[config.mk]
export PLATFORM = sky130hd
export DESIGN_NAME = sseg_scan_ctrl
export DESIGN_NICKNAME = d
export VERILOG_FILES = /design/src/rtl/sseg_scan_ctrl.sv
export SDC_FILE = /design/constraint.sdc
export NUM_CORES = 1
export LEC_CHECK = 0
export CAP_MARGIN = 40
export CORE_MARGIN = 4
export CORE_UTILIZATION = 50
export CTS_CLUSTER_SIZE = 14
export DETAILED_ROUTE_END_ITERATION = 8
export DONT_BUFFER_PORTS = 1
export PLACE_DENSITY = 0.73
export SLEW_MARGIN = 20
export SYNTH_ARGS = -nofsm -noshare
export SYNTH_HDL_FRONTEND = slang
export SYNTH_SLANG_ARGS = --single-unit
[constraint.sdc]
create_clock -name app_clk -period 4.7 [get_ports app_clk]
set_input_delay 0.94 -clock app_clk [delete_from_list [all_inputs] [get_ports app_clk]]
set_output_delay 0.94 -clock app_clk [all_outputs]
set_load 0.02 [all_outputs]
[src/rtl/sseg_scan_ctrl.sv]
// -----------------------------------------------------------------------------
// sseg_scan_ctrl
//
// Multiplexed common-anode seven-segment display controller. Scans NUM_DIGITS
// digits, one slot of SCAN_DIV clocks per digit, with 16-step PWM brightness,
// an all-anodes-off dead time at the start of every slot (anti-ghosting) and
// a double-buffered display image that is only swapped at frame boundaries.
//
// Optional feature macro: SSEG_HEX_DECODE_EN
//   defined   : hex_mode selects hex_in nibbles through a hex-to-segment table
//   undefined : hex_in / hex_mode are ignored; raw seg_in is always shown
//
// Ports
//   app_clk, app_arst : clock, asynchronous active-high reset
//   enable            : 1 = scan, 0 = dark (counters held at 0)
//   seg_in            : raw segments, digit i = [7i+6:7i], bit6 = A .. bit0 = G
//   hex_in, hex_mode  : hex nibble per digit and its select
//   dots_in, blank_in : per-digit decimal point / force-dark
//   brightness        : PWM level 0..15, used live (not buffered)
//   update_req        : strobe, captures the display inputs into the pending
//                       buffer
//   update_ack        : pulse when pending has been copied to active
//   A_TO_G_out, DOTS_out, AN_out : pins (segments high, anodes low active)
//   frame_done        : pulse after the last digit slot of a frame
// -----------------------------------------------------------------------------
module sseg_scan_ctrl #(
  parameter int NUM_DIGITS = 4,
  parameter int SCAN_DIV   = 50000,
  parameter int DEAD_CYC   = 64
) (
  input  logic                    app_clk,
  input  logic                    app_arst,
  input  logic                    enable,
  input  logic [7*NUM_DIGITS-1:0] seg_in,
  input  logic [4*NUM_DIGITS-1:0] hex_in,
  input  logic                    hex_mode,
  input  logic [NUM_DIGITS-1:0]   dots_in,
  input  logic [NUM_DIGITS-1:0]   blank_in,
  input  logic [3:0]              brightness,
  input  logic                    update_req,
  output logic                    update_ack,
  output logic [6:0]              A_TO_G_out,
  output logic                    DOTS_out,
  output logic [NUM_DIGITS-1:0]   AN_out,
  output logic                    frame_done
);

  // A slot is 16 PWM phases of PH_LEN clocks. The prescaler is kept as the
  // pair (phase, sub) so no divider is needed to derive the PWM phase.
  localparam int PH_LEN = SCAN_DIV / 16;
  localparam int SW     = (PH_LEN > 1) ? $clog2(PH_LEN) : 1;
  localparam int IW     = (NUM_DIGITS > 1) ? $clog2(NUM_DIGITS) : 1;
  localparam logic [SW-1:0] SUB_LAST = SW'(PH_LEN - 1);
  // Dead time is shorter than one phase, so it only ever falls in phase 0.
  localparam logic [SW-1:0] DEAD_SUB = SW'(DEAD_CYC);
  localparam logic [IW-1:0] IDX_LAST = IW'(NUM_DIGITS - 1);

`ifdef SSEG_HEX_DECODE_EN
  function automatic logic [6:0] hex7(input logic [3:0] nib);
    logic [6:0] seg;
    case (nib)
      4'h0: seg = 7'h7E;
      4'h1: seg = 7'h30;
      4'h2: seg = 7'h6D;
      4'h3: seg = 7'h79;
      4'h4: seg = 7'h33;
      4'h5: seg = 7'h5B;
      4'h6: seg = 7'h5F;
      4'h7: seg = 7'h70;
      4'h8: seg = 7'h7F;
      4'h9: seg = 7'h7B;
      4'hA: seg = 7'h77;
      4'hB: seg = 7'h1F;
      4'hC: seg = 7'h4E;
      4'hD: seg = 7'h3D;
      4'hE: seg = 7'h4F;
      4'hF: seg = 7'h47;
      default: seg = 7'h00;
    endcase
    return seg;
  endfunction
`else
  logic hex_unused_s;
  assign hex_unused_s = ^{hex_in, hex_mode};
`endif

  // Scan counters
  logic [SW-1:0] sub_q, sub_d;
  logic [3:0]    phase_q, phase_d;
  logic [IW-1:0] idx_q, idx_d;

  // Pending and active display images
  logic [6:0]            pend_seg_q [NUM_DIGITS];
  logic [6:0]            pend_seg_d [NUM_DIGITS];
  logic [NUM_DIGITS-1:0] pend_dot_q, pend_dot_d;
  logic [NUM_DIGITS-1:0] pend_blank_q, pend_blank_d;
  logic                  pend_flag_q, pend_flag_d;
  logic [6:0]            act_seg_q [NUM_DIGITS];
  logic [6:0]            act_seg_d [NUM_DIGITS];
  logic [NUM_DIGITS-1:0] act_dot_q, act_dot_d;
  logic [NUM_DIGITS-1:0] act_blank_q, act_blank_d;
  logic                  apply_q, apply_d;

  // Output registers
  logic [NUM_DIGITS-1:0] an_q, an_d;
  logic [6:0]            seg_q, seg_d;
  logic                  dot_q, dot_d;
  logic                  fd_q, fd_d;
  logic                  ack_q, ack_d;

  logic       frame_wrap_s;
  logic       apply_s;
  logic       anode_on_s;
  logic [6:0] cap_seg_s [NUM_DIGITS];

  // Last clock of the last slot: the prescaler wraps from digit NUM_DIGITS-1.
  assign frame_wrap_s = enable && (sub_q == SUB_LAST) && (phase_q == 4'd15) &&
                        (idx_q == IDX_LAST);
  // Swap at the frame boundary, or straight away while the display is off.
  assign apply_s = pend_flag_q && (frame_wrap_s || !enable);

  // Resolve each digit's segment pattern as it would be captured now.
  always_comb begin
    for (int i = 0; i < NUM_DIGITS; i++) begin
`ifdef SSEG_HEX_DECODE_EN
      cap_seg_s[i] = hex_mode ? hex7(hex_in[4*i +: 4]) : seg_in[7*i +: 7];
`else
      cap_seg_s[i] = seg_in[7*i +: 7];
`endif
    end
  end

  // Next state of the scan counters; held at zero while disabled.
  always_comb begin
    sub_d   = sub_q;
    phase_d = phase_q;
    idx_d   = idx_q;
    if (!enable) begin
      sub_d   = {SW{1'b0}};
      phase_d = 4'd0;
      idx_d   = {IW{1'b0}};
    end else if (sub_q == SUB_LAST) begin
      sub_d = {SW{1'b0}};
      if (phase_q == 4'd15) begin
        phase_d = 4'd0;
        idx_d   = (idx_q == IDX_LAST) ? {IW{1'b0}} : idx_q + IW'(1);
      end else begin
        phase_d = phase_q + 4'd1;
      end
    end else begin
      sub_d = sub_q + SW'(1);
    end
  end

  // Next state of the pending/active buffers and the pending flag.
  always_comb begin
    pend_seg_d   = pend_seg_q;
    pend_dot_d   = pend_dot_q;
    pend_blank_d = pend_blank_q;
    act_seg_d    = act_seg_q;
    act_dot_d    = act_dot_q;
    act_blank_d  = act_blank_q;
    pend_flag_d  = pend_flag_q;
    apply_d      = apply_s;
    if (update_req) begin
      pend_seg_d   = cap_seg_s;
      pend_dot_d   = dots_in;
      pend_blank_d = blank_in;
    end else begin
      pend_seg_d   = pend_seg_q;
    end
    if (apply_s) begin
      // A request landing on the apply cycle goes straight to active.
      if (update_req) begin
        act_seg_d   = cap_seg_s;
        act_dot_d   = dots_in;
        act_blank_d = blank_in;
      end else begin
        act_seg_d   = pend_seg_q;
        act_dot_d   = pend_dot_q;
        act_blank_d = pend_blank_q;
      end
      pend_flag_d = 1'b0;
    end else begin
      pend_flag_d = pend_flag_q | update_req;
    end
  end

  // Anode for the current digit: inside duty, past dead time, not blanked.
  assign anode_on_s = (phase_q <= brightness) &&
                      !((phase_q == 4'd0) && (sub_q < DEAD_SUB)) &&
                      !act_blank_q[idx_q];

  // Next value of the pin registers.
  always_comb begin
    an_d  = {NUM_DIGITS{1'b1}};
    seg_d = 7'h00;
    dot_d = 1'b0;
    fd_d  = frame_wrap_s;
    ack_d = apply_q;
    if (enable) begin
      seg_d = act_seg_q[idx_q];
      dot_d = act_dot_q[idx_q];
      if (anode_on_s) begin
        an_d[idx_q] = 1'b0;
      end else begin
        an_d = {NUM_DIGITS{1'b1}};
      end
    end else begin
      seg_d = 7'h00;
    end
  end

  // Scan counter registers.
  always_ff @(posedge app_clk or posedge app_arst) begin
    if (app_arst) begin
      sub_q   <= {SW{1'b0}};
      phase_q <= 4'd0;
      idx_q   <= {IW{1'b0}};
    end else begin
      sub_q   <= sub_d;
      phase_q <= phase_d;
      idx_q   <= idx_d;
    end
  end

  // Display buffer registers; reset leaves every digit blank.
  always_ff @(posedge app_clk or posedge app_arst) begin
    if (app_arst) begin
      pend_seg_q   <= '{default: 7'h00};
      pend_dot_q   <= {NUM_DIGITS{1'b0}};
      pend_blank_q <= {NUM_DIGITS{1'b1}};
      pend_flag_q  <= 1'b0;
      act_seg_q    <= '{default: 7'h00};
      act_dot_q    <= {NUM_DIGITS{1'b0}};
      act_blank_q  <= {NUM_DIGITS{1'b1}};
      apply_q      <= 1'b0;
    end else begin
      pend_seg_q   <= pend_seg_d;
      pend_dot_q   <= pend_dot_d;
      pend_blank_q <= pend_blank_d;
      pend_flag_q  <= pend_flag_d;
      act_seg_q    <= act_seg_d;
      act_dot_q    <= act_dot_d;
      act_blank_q  <= act_blank_d;
      apply_q      <= apply_d;
    end
  end

  // Pin registers.
  always_ff @(posedge app_clk or posedge app_arst) begin
    if (app_arst) begin
      an_q  <= {NUM_DIGITS{1'b1}};
      seg_q <= 7'h00;
      dot_q <= 1'b0;
      fd_q  <= 1'b0;
      ack_q <= 1'b0;
    end else begin
      an_q  <= an_d;
      seg_q <= seg_d;
      dot_q <= dot_d;
      fd_q  <= fd_d;
      ack_q <= ack_d;
    end
  end

  assign AN_out     = an_q;
  assign A_TO_G_out = seg_q;
  assign DOTS_out   = dot_q;
  assign frame_done = fd_q;
  assign update_ack = ack_q;

endmodule
==> summary.txt <==
Outcome = completed
WL met1 = 3350 um
I/O Pins = 75
TritonRoute pass-1 iters = 4
Period utilization = 0.633
CTS tree = yes
CTS Hold Bufs = 0
End of the worst register-to-register path = act_seg_q[21]
First-iteration detailed-routing DRC count = 108
Clk slew on worst S/H paths = 0.10 ns
Total Routing Usage GR = 0.161
CTS H-tree lvls = 3
Final setup vio count = 0
Fin util = 0.550
Setup TNS = 0 ns
Synth cell count leaders = 94 x dfrtp_1, 70 x mux2_2, 16 x nor2_1, 15 x inv_1, 13 x nand2_1
Met3 routed WL = 543 um
Largest net degree at the start of global routing = 62
Top-area cell type share of the netlist area = 0.517
Mapped cell area = 4550 sq um
CP required = 4.96 ns
Hold Crit Class = reg -> reg
Antenna diodes = 0
R2r worst-path depth = 7
Total gr overflow = 0
Hold Path Sink = update_ack
RSZ-0062 raised after global routing = no
Vias in the first global route = 2,614
Die W = 103 um
Crit path max fanout = 19
Highest clock rate = 0.336 GHz
Remaining antenna violation count = 0
Layout Area Growth over Synthesis = 6.57%
Final-report hold violation count = 0
#FFs+latches synth = 106
Tot Pwr = 1.90 mW
Maxcap violations = 0
Clock Latency Late Sink = 0.37 ns
Arr. time, crit path = 3.24 ns
Die area = 10,700 sq um
Placed cells = 420
Share of cells above drive strength 1 = 0.353
DPL Wire Length = 5170 um
Post-synth EDFFs = 0
Non-filler cells, final = 437
Starting density of the core = 0.516
Vias post-DR = 2,439
Cell taking the most area after synthesis = dfrtp_1
Placement row count = 34
RD Place Congestion = 0.785
Asr flop ratio synth = 1.00
Worst reg2reg path startpoint = idx_q[1]
FF-to-FF setup slack = 1.72 ns
Die Ht = 103 um
Max Slew Vio Count = 0
Root Driver = clkbuf_8
Maximum VDD drop = 0.222 mV
Largest cells by area after synthesis = dfrtp_1 52%, mux2_2 17%, dfstp_2 6.9%
Inserted Clock Buffers = 9
Synth Instances = 322
Wirelength per Cell = 17.4 um
Port bufs = 0
Initial antenna violation count = 2
Clock sink total = 106
Detail Route met2 WL = 3600 um
Startpoint Class = flop
Fin crit period = 2.98 ns
Syn_nets = 395
Most numerous cell in the Yosys netlist = dfrtp_1
Yosys warns = 0
Setup bufs post-CTS = 0
DR top layer = met5
Avg Vias per Cell = 5.58
First-pass GRT wire length = 12,900 um
Layout net count = 397
Critical path capture point type = flop
Crit Path Class = reg -> reg
Final setup margin = 1.72 ns
Ys flop type = dfrtp_1
Startpoint of the worst hold path = ack_d
Clk buf depth = 2
DRC = 0
Leak = 2.02 nW
Number of gates resized after CTS = 0
Rel. slew slack = 0.579
Pwr per Cell Area = 392 nW/um^2
WL final = 7610 um
Least-Margin Pin Slew = 0.632 ns
Post-place setup slack = 1.47 ns
Post-synth cell types = 38
Core ar. = 8810 sq um
WHS Path Cells = 0
Fillers = 711
Avg Inst Size Synth = 14.1 sq um
Seq/Total Area, Yosys = 0.587
Fin Clk Skew = 0.00769 ns
cell type report:
type	instances	area (sq um)	area share
Timing Repair Buffer	5	77.6	0.0160
Multi-Input combinational cell	187	1720	0.355
Clock buffer	10	138	0.0284
Inverter	15	58.8	0.0121
Tap cell	108	135	0.0279
Clock inverter	6	48.8	0.0101
Sequential cell	106	2670	0.550
metal layers:
| layer | up-vias | global-route usage |
|---|---|---|
| li1 | 1130 | - |
| met1 | 1239 | 0.205 |
| met2 | 55 | 0.244 |
| met3 | 11 | 0.0785 |
| met4 | 4 | 0.0498 |
| met5 | - | 0 |
power by group:
part / total, mW / internal (mW) / switching [mW] / leakage (nW)
clock network: 0.521 / 0.213 / 0.308 / 0.0908
registers: 1.14 / 1.06 / 0.0790 / 1.28
logic: 0.238 / 0.156 / 0.0820 / 0.650
per-stage QoR:
stage               area [sq um]  hold WS [ns]
global placement            4610         0.342
floorplan                   4550         0.331
detailed placement          4630         0.345
global route                4850         0.370
CTS                         4820         0.368
finish                      4850         0.364
placed cells by master (no fill, tap or decap), types with 10 or more instances in the layout:
master,instances
inv_1,14
nand2_1,13
dfrtp_1,94
ha_1,12
mux2_2,70
nor2_1,16
dfstp_2,12
clkbuf_8,10
nand3_1,11
worst max path at each step:
stage / start / end / slack, ns / depth (start not counted)
6_report: idx_q[1] / act_seg_q[21] / 1.72 / 7
5_1_grt: idx_q[1] / act_seg_q[21] / 1.60 / 7
4_1_cts: idx_q[1] / act_seg_q[21] / 1.44 / 6
3_5_place_dp: idx_q[1] / act_seg_q[14] / 1.47 / 6
3_3_place_gp: idx_q[1] / act_dot_q[3] / 1.50 / 6
2_1_floorplan: app_arst / A_TO_G_out[0] / 0.99 / 1
kinds of logic after synthesis:
kind of cell	Yosys count	share of synthesized area
buffers and inverters	29	0.0366
adders and majority gates	12	0.0330
and+or+nand+nor	70	0.0792
DFF	106	0.587
xor gates and xnor gates	10	0.0193
AOI/OAI and AO/OA	13	0.0204
muxes	82	0.225
worst max-delay path, stage by stage (launching register included):
cell and delay [ns]:
dfrtp_1 0.76, ha_1 0.37, nand4_1 0.12, or4_4 0.46
a21boi_4 0.35, buf_16 0.21, buf_4 0.23, mux2_2 0.35
registers in the layout (all words and copies together), names as in the netlist, 2 cells and up:
signal / cells
pend_seg_q: 28
AN_out: 4
pend_blank_q: 4
act_dot_q: 4
act_seg_q: 28
phase_q: 4
A_TO_G_out: 7
pend_dot_q: 4
sub_q: 12
act_blank_q: 4
idx_q: 2
No activity file was read; power rests on OpenSTA's default activity.
==> variant: new RTL, config.mk and constraints unchanged <==
Change the parameter `NUM_DIGITS` from 4 to 8.
--- a/src/rtl/sseg_scan_ctrl.sv
+++ b/src/rtl/sseg_scan_ctrl.sv
@@ -24,7 +24,7 @@
 //   frame_done        : pulse after the last digit slot of a frame
 // -----------------------------------------------------------------------------
 module sseg_scan_ctrl #(
-  parameter int NUM_DIGITS = 4,
+  parameter int NUM_DIGITS = 8,
   parameter int SCAN_DIV   = 50000,
   parameter int DEAD_CYC   = 64
 ) (
Ports: changed (5 resized); port bits go from 75 to 131. The function was not compared with the original's and may differ.
==> variant against the unedited design <==
  * Area after synthesis grew 76%
  * Cell area grew 80%
  * Fmax shrank 8.2%
  * Setup slack lost 0.27 ns
  * Power grew 110%
  * Sequential cell count grew 77
  * Wire length grew 90%
  * Combinational power grew 140%
  * Core utilization grew 1.4 points
  * Die area grew 69%
==> variant: results (changes against the unedited design) <==
- Worst Hold Path EP: update_ack$_DFF_PP0_ (unchanged)
- RePlAce Congestion: 0.7476 (was 0.7850)
- Clock Latency Late Sink: 0.42 ns (was 0.37 ns)
- Clk pin slew, worst setup/hold paths: 0.07 ns (was 0.10 ns)
- Vias in the first global route: 4376 (was 2614)
- First-pass GRT wire length: 23.75 mm (was 12.90 mm)
- Diodes inserted: 0 (unchanged)
- DR vias: 3985 (was 2439)
- Hold/Removal Path Class: register to register (unchanged)
- Fin cells: 737 (was 437)
- DP HPWL: 9.263 mm (was 5.168 mm)
- Status: finished clean (unchanged)
- Sequential area share after synthesis: 57.58% (was 58.65%)
- Nets: 636 (was 397)
- Post-Place Cells: 705 (was 420)
- Post-synth top cells: dfrtp_1 (159), mux2_2 (75), mux2_4 (69) (was dfrtp_1 (94), mux2_2 (70), nor2_1 (16))
- Worst-path fanout max: 32 (was 19)
- Dominant cells by area after synthesis: dfrtp_1 (50%), mux2_4 (13%), mux2_2 (11%) (was dfrtp_1 (52%), mux2_2 (17%), dfstp_2 (6.9%))
- CP arrival: 3.55 ns (was 3.24 ns)
- Top flop regs: act_seg_q (56), pend_seg_q (56), sub_q (12) (was act_seg_q (28), pend_seg_q (28), sub_q (12))
- Ys Warns: 0 (unchanged)
- VDD IR max: 0.2773 mV (was 0.2218 mV)
- Post-Syn Area per Cell: 15.57 sq um (was 14.12 sq um)
- Layout cell share with drive strength beyond 1: 43.16% (was 35.26%)
- CTS H-tree lvls: 4 (was 3)
- R2R Path End: act_seg_q[18]$_DFFE_PP0P_ (was act_seg_q[21]$_DFFE_PP0P_)
- Post-synth cell types: 36 (was 38)
- Post-CTS Repair Setup Buffers: 0 (unchanged)
- Largest net degree at the start of global routing: 184 (was 62)
- Fill cell count: 1221 (was 711)
- Avg WL per Cell: 19.65 um (was 17.42 um)
- Setup Viol. Count Final: 0 (unchanged)
- Lkg Pwr: 0.003693 uW (was 0.002023 uW)
- Worst clock skew: 0.01375 ns (was 0.007691 ns)
- Hold Path Origin: ack_d$_DFF_PP0_ (unchanged)
- Worst slew margin: 36.91% (was 57.89%)
- CTS root buf: clkbuf_16 (was clkbuf_8)
- Global Route Usage Sum: 16.88% (was 16.09%)
- Inserted Clock Buffers: 17 (was 9)
- Max Transition Viols Final: 0 (unchanged)
- DRT iter0 DRCs: 249 (was 108)
- Initial antenna violation count: 3 (was 2)
- Setup ws final: 1.456 ns (was 1.724 ns)
- Hold path cells: 0 (unchanged)
- Worst R2R Path Depth: 8 (was 7)
[variant: layout make-up]
type / instances / area share, %
Clock inverter: 13 / 1.336
Tap cell: 211 / 3.032
Clock buffer: 19 / 5.201
Multi-Input combinational cell: 292 / 35.86
Timing Repair Buffer: 6 / 1.034
Inverter: 13 / 0.6034
Sequential cell: 183 / 52.93
[variant: worst max-delay path, cell delays in order, from the launching register on]
cell and delay, ns:
dfrtp_1 0.66, buf_16 0.22, ha_1 0.18, ha_1 0.24, nand4_1 0.12, nor4_2 0.32
o21a_4 0.61, buf_4 0.43, mux2_4 0.33
[variant: logic make-up after synthesis]
| group | share of synthesized area [%] |
|---|---|
| flops | 57.58 |
| mux | 29.99 |
| simple gates | 5.283 |
| buf+inv | 3.485 |
| xor+xnor | 1.313 |
| fa+ha+maj | 1.563 |
| compound gates | 0.7815 |
[variant: report_power, final]
group | internal (uW) | switching [uW]
Combinational | 396 | 186
Sequential | 1860 | 149
Clock | 763 | 605
Total | 3020 | 940
[variant: metal layers]
| layer | vias up | global-route usage (%) | wire length [um] |
|---|---|---|---|
| met5 | - | 0 | 47 |
| met4 | 6 | 4.921 | 160 |
| li1 | 1808 | - | - |
| met2 | 62 | 27.07 | 7241 |
| met1 | 2090 | 22.24 | 6435 |
| met3 | 19 | 5.477 | 595 |
[variant: metrics by stage]
step	instance area, sq um	hold WS [ns]
after floorplan	8009	0.3312
after global routing	8708	0.3774
after CTS	8708	0.3635
after detailed placement	8139	0.3469
final	8708	0.3583
after global placement	8112	0.3362
